--- config.mk ---
export PLATFORM = sky130hd
export DESIGN_NAME = instr_fetch_flat
export DESIGN_NICKNAME = d
export VERILOG_FILES = /design/src/rtl/cpu_pkg.sv /design/src/rtl/instr_fetch_if.sv /design/src/rtl/fetch_buf.sv /design/src/rtl/instr_fetch.sv /design/src/flat_wrapper.sv
export SDC_FILE = /design/constraint.sdc
export NUM_CORES = 1
export LEC_CHECK = 0
export CAP_MARGIN = 20
export CORE_ASPECT_RATIO = 0.8
export CORE_UTILIZATION = 35
export DETAILED_ROUTE_END_ITERATION = 10
export SLEW_MARGIN = 25
export SYNTH_ARGS = -nofsm -noshare
export SYNTH_HDL_FRONTEND = slang
export SYNTH_HIERARCHICAL = 1
export SYNTH_SLANG_ARGS = --single-unit
--- constraint.sdc ---
create_clock -name clk -period 2.6 [get_ports clk]
set_input_delay 0.39 -clock clk [delete_from_list [all_inputs] [get_ports clk]]
set_output_delay 0.39 -clock clk [all_outputs]
set_load 0.02 [all_outputs]
--- src/rtl/cpu_pkg.sv ---
// Shared CPU constants for the fetch front end: instruction width, PC step
// and default address MSB index.
package cpu_pkg;

  localparam int INSTR_W    = 16;
  localparam int PC_STEP    = 2;
  localparam int NS_DEFAULT = 7;

endpackage : cpu_pkg

--- src/rtl/instr_fetch_if.sv ---
// Instruction-memory port plus decode handshake and redirect request.
// The master side is the fetch unit; the slave side is memory/decode.
interface instr_fetch_if
  import cpu_pkg::*;
#(
  parameter int NS = NS_DEFAULT
);

  logic [NS:0]        addr;
  logic [INSTR_W-1:0] instr;
  logic [INSTR_W-1:0] ir;
  logic [NS:0]        ir_pc;
  logic               ir_valid;
  logic               ir_ready;
  logic               br_valid;
  logic [NS:0]        br_target;

  modport master (
    output addr, ir, ir_pc, ir_valid,
    input  instr, ir_ready, br_valid, br_target
  );

  modport slave (
    input  addr, ir, ir_pc, ir_valid,
    output instr, ir_ready, br_valid, br_target
  );

endinterface : instr_fetch_if

--- src/rtl/fetch_buf.sv ---
// Two-entry in-order FIFO holding {instruction, pc} pairs between the
// instruction memory and decode; flush empties it in one edge.
module fetch_buf #(
  parameter int W = 24
) (
  input  logic         clk,
  input  logic         rst,
  input  logic         push,
  input  logic [W-1:0] push_data,
  input  logic         pop,
  input  logic         flush,
  output logic [1:0]   count,
  output logic [W-1:0] head_data,
  output logic         head_valid
);

  logic [W-1:0] mem_q [2];
  logic [W-1:0] mem_d [2];
  logic         rd_ptr_q, rd_ptr_d;
  logic         wr_ptr_q, wr_ptr_d;
  logic [1:0]   count_q, count_d;

  assign count      = count_q;
  assign head_valid = (count_q != 2'd0);
  assign head_data  = mem_q[rd_ptr_q];

  // NOTE: combinational blocks use blocking '=' and give every output a
  // default first, so no path through the block can infer a latch.
  always_comb begin
    mem_d    = mem_q;
    rd_ptr_d = rd_ptr_q;
    wr_ptr_d = wr_ptr_q;
    count_d  = count_q;
    if (flush) begin
      rd_ptr_d = 1'b0;
      wr_ptr_d = 1'b0;
      count_d  = 2'd0;
    end else begin
      if (push) begin
        mem_d[wr_ptr_q] = push_data;
        wr_ptr_d        = ~wr_ptr_q;
      end
      if (pop) begin
        rd_ptr_d = ~rd_ptr_q;
      end
      count_d = count_q + {1'b0, push} - {1'b0, pop};
    end
  end

  // NOTE: sequential blocks use non-blocking '<=' so every flop samples its
  // pre-edge value. The storage is reset too, because the head word must
  // read as zero straight out of reset.
  always_ff @(posedge clk) begin
    if (rst) begin
      mem_q    <= '{default: '0};
      rd_ptr_q <= 1'b0;
      wr_ptr_q <= 1'b0;
      count_q  <= 2'd0;
    end else begin
      mem_q    <= mem_d;
      rd_ptr_q <= rd_ptr_d;
      wr_ptr_q <= wr_ptr_d;
      count_q  <= count_d;
    end
  end

  a_no_overflow : assert property (@(posedge clk) disable iff (rst)
    !(push && !flush && !pop && count_q == 2'd2));

  a_no_underflow : assert property (@(posedge clk) disable iff (rst)
    !(pop && !flush && count_q == 2'd0));

endmodule : fetch_buf

--- src/rtl/instr_fetch.sv ---
// Instruction fetch unit: owns the PC, issues one read per cycle while the
// buffer has room, captures the one-cycle-late response and handles redirects.
module instr_fetch
  import cpu_pkg::*;
#(
  parameter int          NS     = NS_DEFAULT,
  parameter logic [NS:0] RST_PC = '0
) (
  input  logic           clk,
  input  logic           rst,
  instr_fetch_if.master  bus
);

  localparam int          ENTRY_W    = INSTR_W + NS + 1;
  localparam logic [NS:0] ALIGN_MASK = ~(NS + 1)'(1);
  localparam logic [NS:0] RST_ADDR   = RST_PC & ALIGN_MASK;
  localparam logic [NS:0] STEP       = (NS + 1)'(PC_STEP);

  logic [NS:0]        pc_q, pc_d;
  logic               inflight_q, inflight_d;
  logic [NS:0]        inflight_pc_q, inflight_pc_d;

  logic               pop, push, flush, issue;
  logic [2:0]         occ_next;
  logic [1:0]         buf_count;
  logic [ENTRY_W-1:0] head_data;
  logic               head_valid;

  assign bus.addr     = pc_q;
  assign bus.ir       = head_data[ENTRY_W-1 -: INSTR_W];
  assign bus.ir_pc    = head_data[NS:0];
  assign bus.ir_valid = head_valid;

  always_comb begin
    pop   = head_valid & bus.ir_ready;
    flush = bus.br_valid;
    push  = inflight_q & ~bus.br_valid;
    // Occupancy after this edge, counting the read that is still in flight.
    occ_next = 3'(buf_count) + 3'(inflight_q) - 3'(pop);
    issue    = ~bus.br_valid & (occ_next < 3'd2);

    pc_d          = pc_q;
    inflight_d    = 1'b0;
    inflight_pc_d = inflight_pc_q;
    if (bus.br_valid) begin
      pc_d = bus.br_target & ALIGN_MASK;
    end else if (issue) begin
      inflight_d    = 1'b1;
      inflight_pc_d = pc_q;
      pc_d          = pc_q + STEP;
    end
  end

  always_ff @(posedge clk) begin
    if (rst) begin
      pc_q          <= RST_ADDR;
      inflight_q    <= 1'b0;
      inflight_pc_q <= '0;
    end else begin
      pc_q          <= pc_d;
      inflight_q    <= inflight_d;
      inflight_pc_q <= inflight_pc_d;
    end
  end

  fetch_buf #(.W(ENTRY_W)) u_buf (
    .clk        (clk),
    .rst        (rst),
    .push       (push),
    .push_data  ({bus.instr, inflight_pc_q}),
    .pop        (pop),
    .flush      (flush),
    .count      (buf_count),
    .head_data  (head_data),
    .head_valid (head_valid)
  );

endmodule : instr_fetch

--- src/flat_wrapper.sv ---
// flat-port wrapper written by rule: the top's interface ports become plain ports
module instr_fetch_flat import cpu_pkg::*;
#(
  parameter int          NS     = NS_DEFAULT,
  parameter logic [NS:0] RST_PC = '0
)
  (clk, rst, bus_addr, bus_ir, bus_ir_pc, bus_ir_valid, bus_instr, bus_ir_ready, bus_br_valid, bus_br_target);
  instr_fetch_if #(.NS(NS)) bus_i ();
  input  logic clk;
  input  logic rst;
  output wire logic [$bits(bus_i.addr)-1:0] bus_addr;
  output wire logic [$bits(bus_i.ir)-1:0] bus_ir;
  output wire logic [$bits(bus_i.ir_pc)-1:0] bus_ir_pc;
  output wire logic [$bits(bus_i.ir_valid)-1:0] bus_ir_valid;
  input wire logic [$bits(bus_i.instr)-1:0] bus_instr;
  input wire logic [$bits(bus_i.ir_ready)-1:0] bus_ir_ready;
  input wire logic [$bits(bus_i.br_valid)-1:0] bus_br_valid;
  input wire logic [$bits(bus_i.br_target)-1:0] bus_br_target;
  assign bus_addr = bus_i.addr;
  assign bus_ir = bus_i.ir;
  assign bus_ir_pc = bus_i.ir_pc;
  assign bus_ir_valid = bus_i.ir_valid;
  assign bus_i.instr = bus_instr;
  assign bus_i.ir_ready = bus_ir_ready;
  assign bus_i.br_valid = bus_br_valid;
  assign bus_i.br_target = bus_br_target;
  instr_fetch #(.NS(NS), .RST_PC(RST_PC)) u_core (.clk(clk), .rst(rst), .bus(bus_i));
endmodule
After elaboration in Yosys (flattened, before gate mapping)
Cells that the tools add are included.
{"block": "totals", "regBits": 69, "in_bits": 28}
{"block": "classes", "n_addsub": 5, "n_lt_le_gt_ge": 4, "mux": 9, "bitwise_logic": 8, "reduce_logical": 6}
{"operator": "2-to-1 mux 24 bit", "count": 4}
{"operator": "bitwise mux 48 bit", "count": 1}
{"operator": "demux 24 bit (select 1 bit)", "count": 1}
{"operator": "2-to-1 mux 8 bit", "count": 2}
{"operator": "adder 8 x 2 -> 8 bit (second input constant)", "count": 1}
{"operator": ">= comparator 2 bit (second input constant)", "count": 2}
{"operator": "NOT 1 -> 2 bit", "count": 2}
{"operator": "AND reduction 2 bit", "count": 2}
{"operator": "nonzero test 2 bit", "count": 2}
{"operator": "adder 2 x 1 -> 3 bit", "count": 1}
{"operator": "AND 1 bit", "count": 3}
{"operator": "< comparator 3 x 2 -> 1 bit (second input constant)", "count": 1}
{"operator": "NOT 1 bit", "count": 3}
{"operator": "subtractor 3 x 1 -> 3 bit", "count": 1}
{"operator": "adder 2 x 1 -> 2 bit", "count": 1}
{"operator": "< comparator 2 x 1 -> 1 bit (second input constant)", "count": 1}
{"operator": "OR reduction 2 bit", "count": 1}
{"operator": "subtractor 2 x 1 -> 2 bit", "count": 1}
{"operator": "logical AND 1 bit", "count": 1}
{"operator": "2-to-1 mux 1 bit", "count": 1}

Logic depth before layout (Yosys ltp)
{"block": "logic_depth", "ltp_word": 7, "ltp_mapped": 9, "ltp_nobuf": 8}

By module
Netlist, hierarchy kept.
{"module": "fetch_buf", "n_inst": 1, "cells_per_inst": 229, "area_each_um2": 2466.1, "seq_area_each_um2": 1041.0}
{"module": "instr_fetch", "n_inst": 1, "cells_per_inst": 92, "area_each_um2": 794.5, "seq_area_each_um2": 300.3}

Worst setup path after synthesis
OpenSTA, ideal clock, no wires.
{"block": "synth_timing", "kind": "reg-to-reg", "start": "reg u_core.u_buf.count_q[1], in the netlist u_core/u_buf/count[1]", "end": "reg u_core.pc_q[7], in the netlist u_core/bus.addr[7]", "setup_ps": 91, "arrival_time_ps": 2786, "required_time_ps": 2509, "slack_ps": -277, "stages_incl_launch_ff": 9, "path_buffers": 0, "period_less_slack_ps": 2877, "path_cell_list": "dfxtp_1 > or2_2 > and2_1 > ha_1 > nand2b_1 > fa_1 > xor2_2 > or4_1 > a311oi_1"}
{"block": "synth_via", "elab_chain_len": 6, "elab_cells_between_ends": 7}
{"item": "from (decl)", "line_no": "fetch_buf.sv:21", "rtl": "logic [1:0] count_q, count_d;"}
{"item": "from (signal assigned)", "line_no": "fetch_buf.sv:63", "rtl": "count_q <= count_d;"}
{"item": "nonzero test 2 bit", "line_no": "fetch_buf.sv:24", "rtl": "assign head_valid = (count_q != 2'd0);"}
{"item": "named net bus_ir_valid", "line_no": "flat_wrapper.sv:14", "rtl": "output wire logic [$bits(bus_i.ir_valid)-1:0] bus_ir_valid;"}
{"item": "AND 1 bit", "line_no": "instr_fetch.sv:35", "rtl": "pop = head_valid & bus.ir_ready;"}
{"item": "named net u_core.pop", "line_no": "instr_fetch.sv:23", "rtl": "logic pop, push, flush, issue;"}
{"item": "subtractor 3 x 1 -> 3 bit", "line_no": "instr_fetch.sv:39", "rtl": "occ_next = 3'(buf_count) + 3'(inflight_q) - 3'(pop);"}
{"item": "< comparator 3 x 2 -> 1 bit", "line_no": "instr_fetch.sv:40", "rtl": "issue = ~bus.br_valid & (occ_next < 3'd2);"}
{"item": "AND 1 bit", "line_no": "instr_fetch.sv:40"}
{"item": "nonzero test 2 bit (no line)"}
{"item": "to (signal assigned)", "line_no": "instr_fetch.sv:60", "rtl": "pc_q <= pc_d;"}
{"item": "to (decl)", "line_no": "instr_fetch.sv:19", "rtl": "logic [NS:0] pc_q, pc_d;"}
The timed path passes the listed nets, and every way through them passes these cells.
A chain may end at the register's enable or synchronous reset.

Worst setup path in the final report
{"block": "layout_timing", "start": "reg u_core.u_buf.count_q[0], in the netlist u_core/u_buf/count[0]", "end": "reg u_core.pc_q[7], in the netlist u_core/bus.addr[7]"}
{"block": "layout_via", "elab_chain_len": 6, "elab_cells_between_ends": 7}
{"item": "nonzero test 2 bit", "line_no": "fetch_buf.sv:24"}
{"item": "AND 1 bit", "line_no": "instr_fetch.sv:35"}
{"item": "named net u_core.pop", "line_no": "instr_fetch.sv:23"}
{"item": "subtractor 3 x 1 -> 3 bit", "line_no": "instr_fetch.sv:39"}
{"item": "< comparator 3 x 2 -> 1 bit", "line_no": "instr_fetch.sv:40"}
{"item": "AND 1 bit", "line_no": "instr_fetch.sv:40"}
{"item": "nonzero test 2 bit (no line)"}
The timed path passes the listed nets, and every way through them passes these cells.

==> reports/metrics.cfg <==
[outcome]
status = completed

[floorplan]
std_cell_rows = 31
ioPinCount = 61
die_y_um = 88.33
initial_core_util = 0.3608
core-area_um2 = 9037
dieArea_um2 = 9708
die_w_um = 109.9

[worst_hold_path]
hold_path_class = reg -> reg

[sta]
hold_viol = 0
fin_crit_sh = 0.9851
finClkSkew_ns = 0.009732
setup_ws_ns = 0.03861
tightest_slew_ns = 0.7449
setup_violations = 0
grt_setup_unrepaired = true
slew_viol_final = 0
period_needed_ns = 2.561
slew_headroom = 0.5034
fmax_mhz = 390.4

[yosys]
syn_area_per_cell_um2 = 10.16
ys_ff_latch = 67
netlist_top_cells_count = nand2b_1 (73), dfxtp_1 (67), mux2i_1 (48), mux2_2 (24), clkbuf_1 (14)
synth_largest_area_cell = dfxtp_1
synth_area_um2 = 3261
ys_top_cells_by_area = dfxtp_1 (41%), mux2i_1 (15%), nand2b_1 (14%)
ys_seq_area_frac = 0.4114
synth_most_common_cell = nand2b_1
synth_enable_flop_cells = 0
synthFlopType = dfxtp_1
netlist.area_leader.share = 0.4114
async_flop_share = 0
yosys_warnings = 6
synthCells = 321
synth_cell_types = 39

[grt]
grt_usage = 0.1555
grt.met2_usage = 0.2551
antenna_found_initial = 0
use_met3 = 0.04639
grt.overflow.total = 0
grt_pass1_vias = 2450
grt.busiest_layer = met2
grt_pass1_wl_um = 11460
met1_usage = 0.1958
grt_max_degree = 50

[drt]
finalWirelength_um = 7166
drcViolationCount = 0
dr.first_iter.drc_count = 172
wl_per_cell_um = 14.00
first_pass_iters = 4
vias = 2520
ant_nets = 0
vias_per_cell = 4.922

[cells_and_area]
layout-drive-gt1-share = 0.1965
final_nets = 425
syn_to_final_growth_pct = 37.30
fillCellCount = 847
finalInstanceArea_um2 = 4477
diodes = 0
utilization = 0.4954

[worst_setup_path]
startpoint_type = register
crit_slowest_cell = fa_2
max_stage_delay_ns = 0.63
criticalPathCategory = reg -> reg
path_max_fanout = 6
critPathArrivalTime_ns = 2.79
path_cells = or2_4, and2_4, ha_4, nand2b_4, fa_2, nand2_4, or4_4, a311oi_2
end_kind = register
required_ns = 2.83

[pwr]
ir_drop_mv = 0.2675
powerDensity_nw_per_um2 = 615.2
total_leakage_power_nw = 1.797

[clocking]
cts_tree = built
root_buffer = clkbuf_16
worstSkewPairLatency_ns = 0.33
cts.path.max_buffers = 2
h-tree-depth = 3
clkTransAtPathRegs_ns = 0.05
cts_made_buffers = 9
cts_num_sinks = 67

[placement]
dp_hpwl_um = 4797
gp_routability_congestion = 0.7704
portBuffers = 58
place_area_um2 = 4080
place_ws_ns = -0.2595

[job]
max_cap_viol_count = 0

## per-stage QoR
stage	cells	setup TNS, ns	total power [mW]	hold WS (ns)
global route	512	-0.01428	2.857	0.4871
global placement	492	-0.9789	1.365	0.4546
floorplan	322	0	1.247	0.4452
detailed placement	492	-1.224	1.367	0.4598
finish	512	0	2.754	0.4659
CTS	508	0	2.776	0.4716
## final timing paths
| check | start | end | slack (ns) | cells after the start |
|---|---|---|---|---|
| setup / recovery | u_core/u_buf/count[0] | u_core/bus.addr[7] | 0.04 | 8 |
| hold / removal | u_core/u_buf/mem_q[13] | u_core/u_buf/mem_q[13] | 0.47 | 2 |
| setup reg to reg | u_core/u_buf/count[0] | u_core/bus.addr[7] | 0.04 | 8 |
| hold reg to reg | u_core/u_buf/mem_q[13] | u_core/u_buf/mem_q[13] | 0.47 | 2 |
## cell usage in the layout, fill, tap and decap left out, drive strengths merged, types with 3 or more instances in the layout
master	Yosys	final
a21oi	8	8
a311oi	6	6
buf	10	26
bufinv	0	3
clkbuf	14	12
clkdlybuf4s50	0	57
dfxtp	67	67
ha	4	4
inv	6	6
mux2	24	24
mux2i	48	48
nand2	3	3
nand2b	73	73
nand4	10	10
nor2	6	6
nor3	3	3
o21ai	3	3
o31ai	9	9
xnor2	3	3
## layer usage
metal | vias to the layer above | share of wire | wire, um
met3 | 9 | 0.035 | 252
met1 | 1210 | 0.49 | 3485
met4 | 0 | 0.011 | 81
li1 | 1259 | - | -
met2 | 42 | 0.47 | 3346
met5 | - | 0 | 0
## power breakdown
| part | internal, mW | switching, mW |
|---|---|---|
| registers | 1.05 | 0.0236 |
| clock network | 0.963 | 0.436 |
| logic | 0.152 | 0.128 |
## layout make-up
cell class                 count  area, um2  area share
clock inverter                 4      97.59     0.02180
timing repair buffer          83      775.7      0.1733
multi-input combinational    224       1841      0.4111
clock buffer                  12      246.5     0.05506
sequential                    67       1346      0.3007
tap                          115      143.9     0.03214
inverter                       7      26.28    0.005869
## state kept, by name, summed over array words and instances (netlist names)
register and count:
u_core/inflight_q 1, u_core/inflight_pc_q 7, u_core/u_buf/rd_ptr_q 1, u_core/u_buf/mem_q 48
u_core/u_buf/count 2, u_core/bus.addr 7, u_core/u_buf/wr_ptr_q 1
## critical path, delay by kind of cell (launching register included)
family	cells	cell delay (ns)
AOI/OAI and AO/OA	1	0.26
adders and majority gates	2	0.85
DFF	1	0.33
and+or+nand+nor	5	1.04
## cells by family (layout without fill, tap and decap cells)
kind of cell             Yosys count  in the layout  share of synthesized area
other                              1              2                   0.001150
adder cells (fa/ha/maj)            5              5                    0.02149
flip-flops                        67             67                     0.4114
buffers and inverters             31            106                    0.04451
AO/OA/AOI/OAI                     29             29                    0.06178
multiplexers                      72             72                     0.2302
AND/OR/NAND/NOR                  111            111                     0.2095
XOR/XNOR                           5              5                    0.01996
## repair_timing
action / CTS / global route
hold buffers: 0 / 0
endpoints found under the setup margin: 1 / 3
setup buffers: 0 / 4
resized for setup: 0 / 5
endpoints found under the hold margin: 0 / 0
pin swaps: 1 / 4
Note: power is estimated with default switching activity, not from simulation.
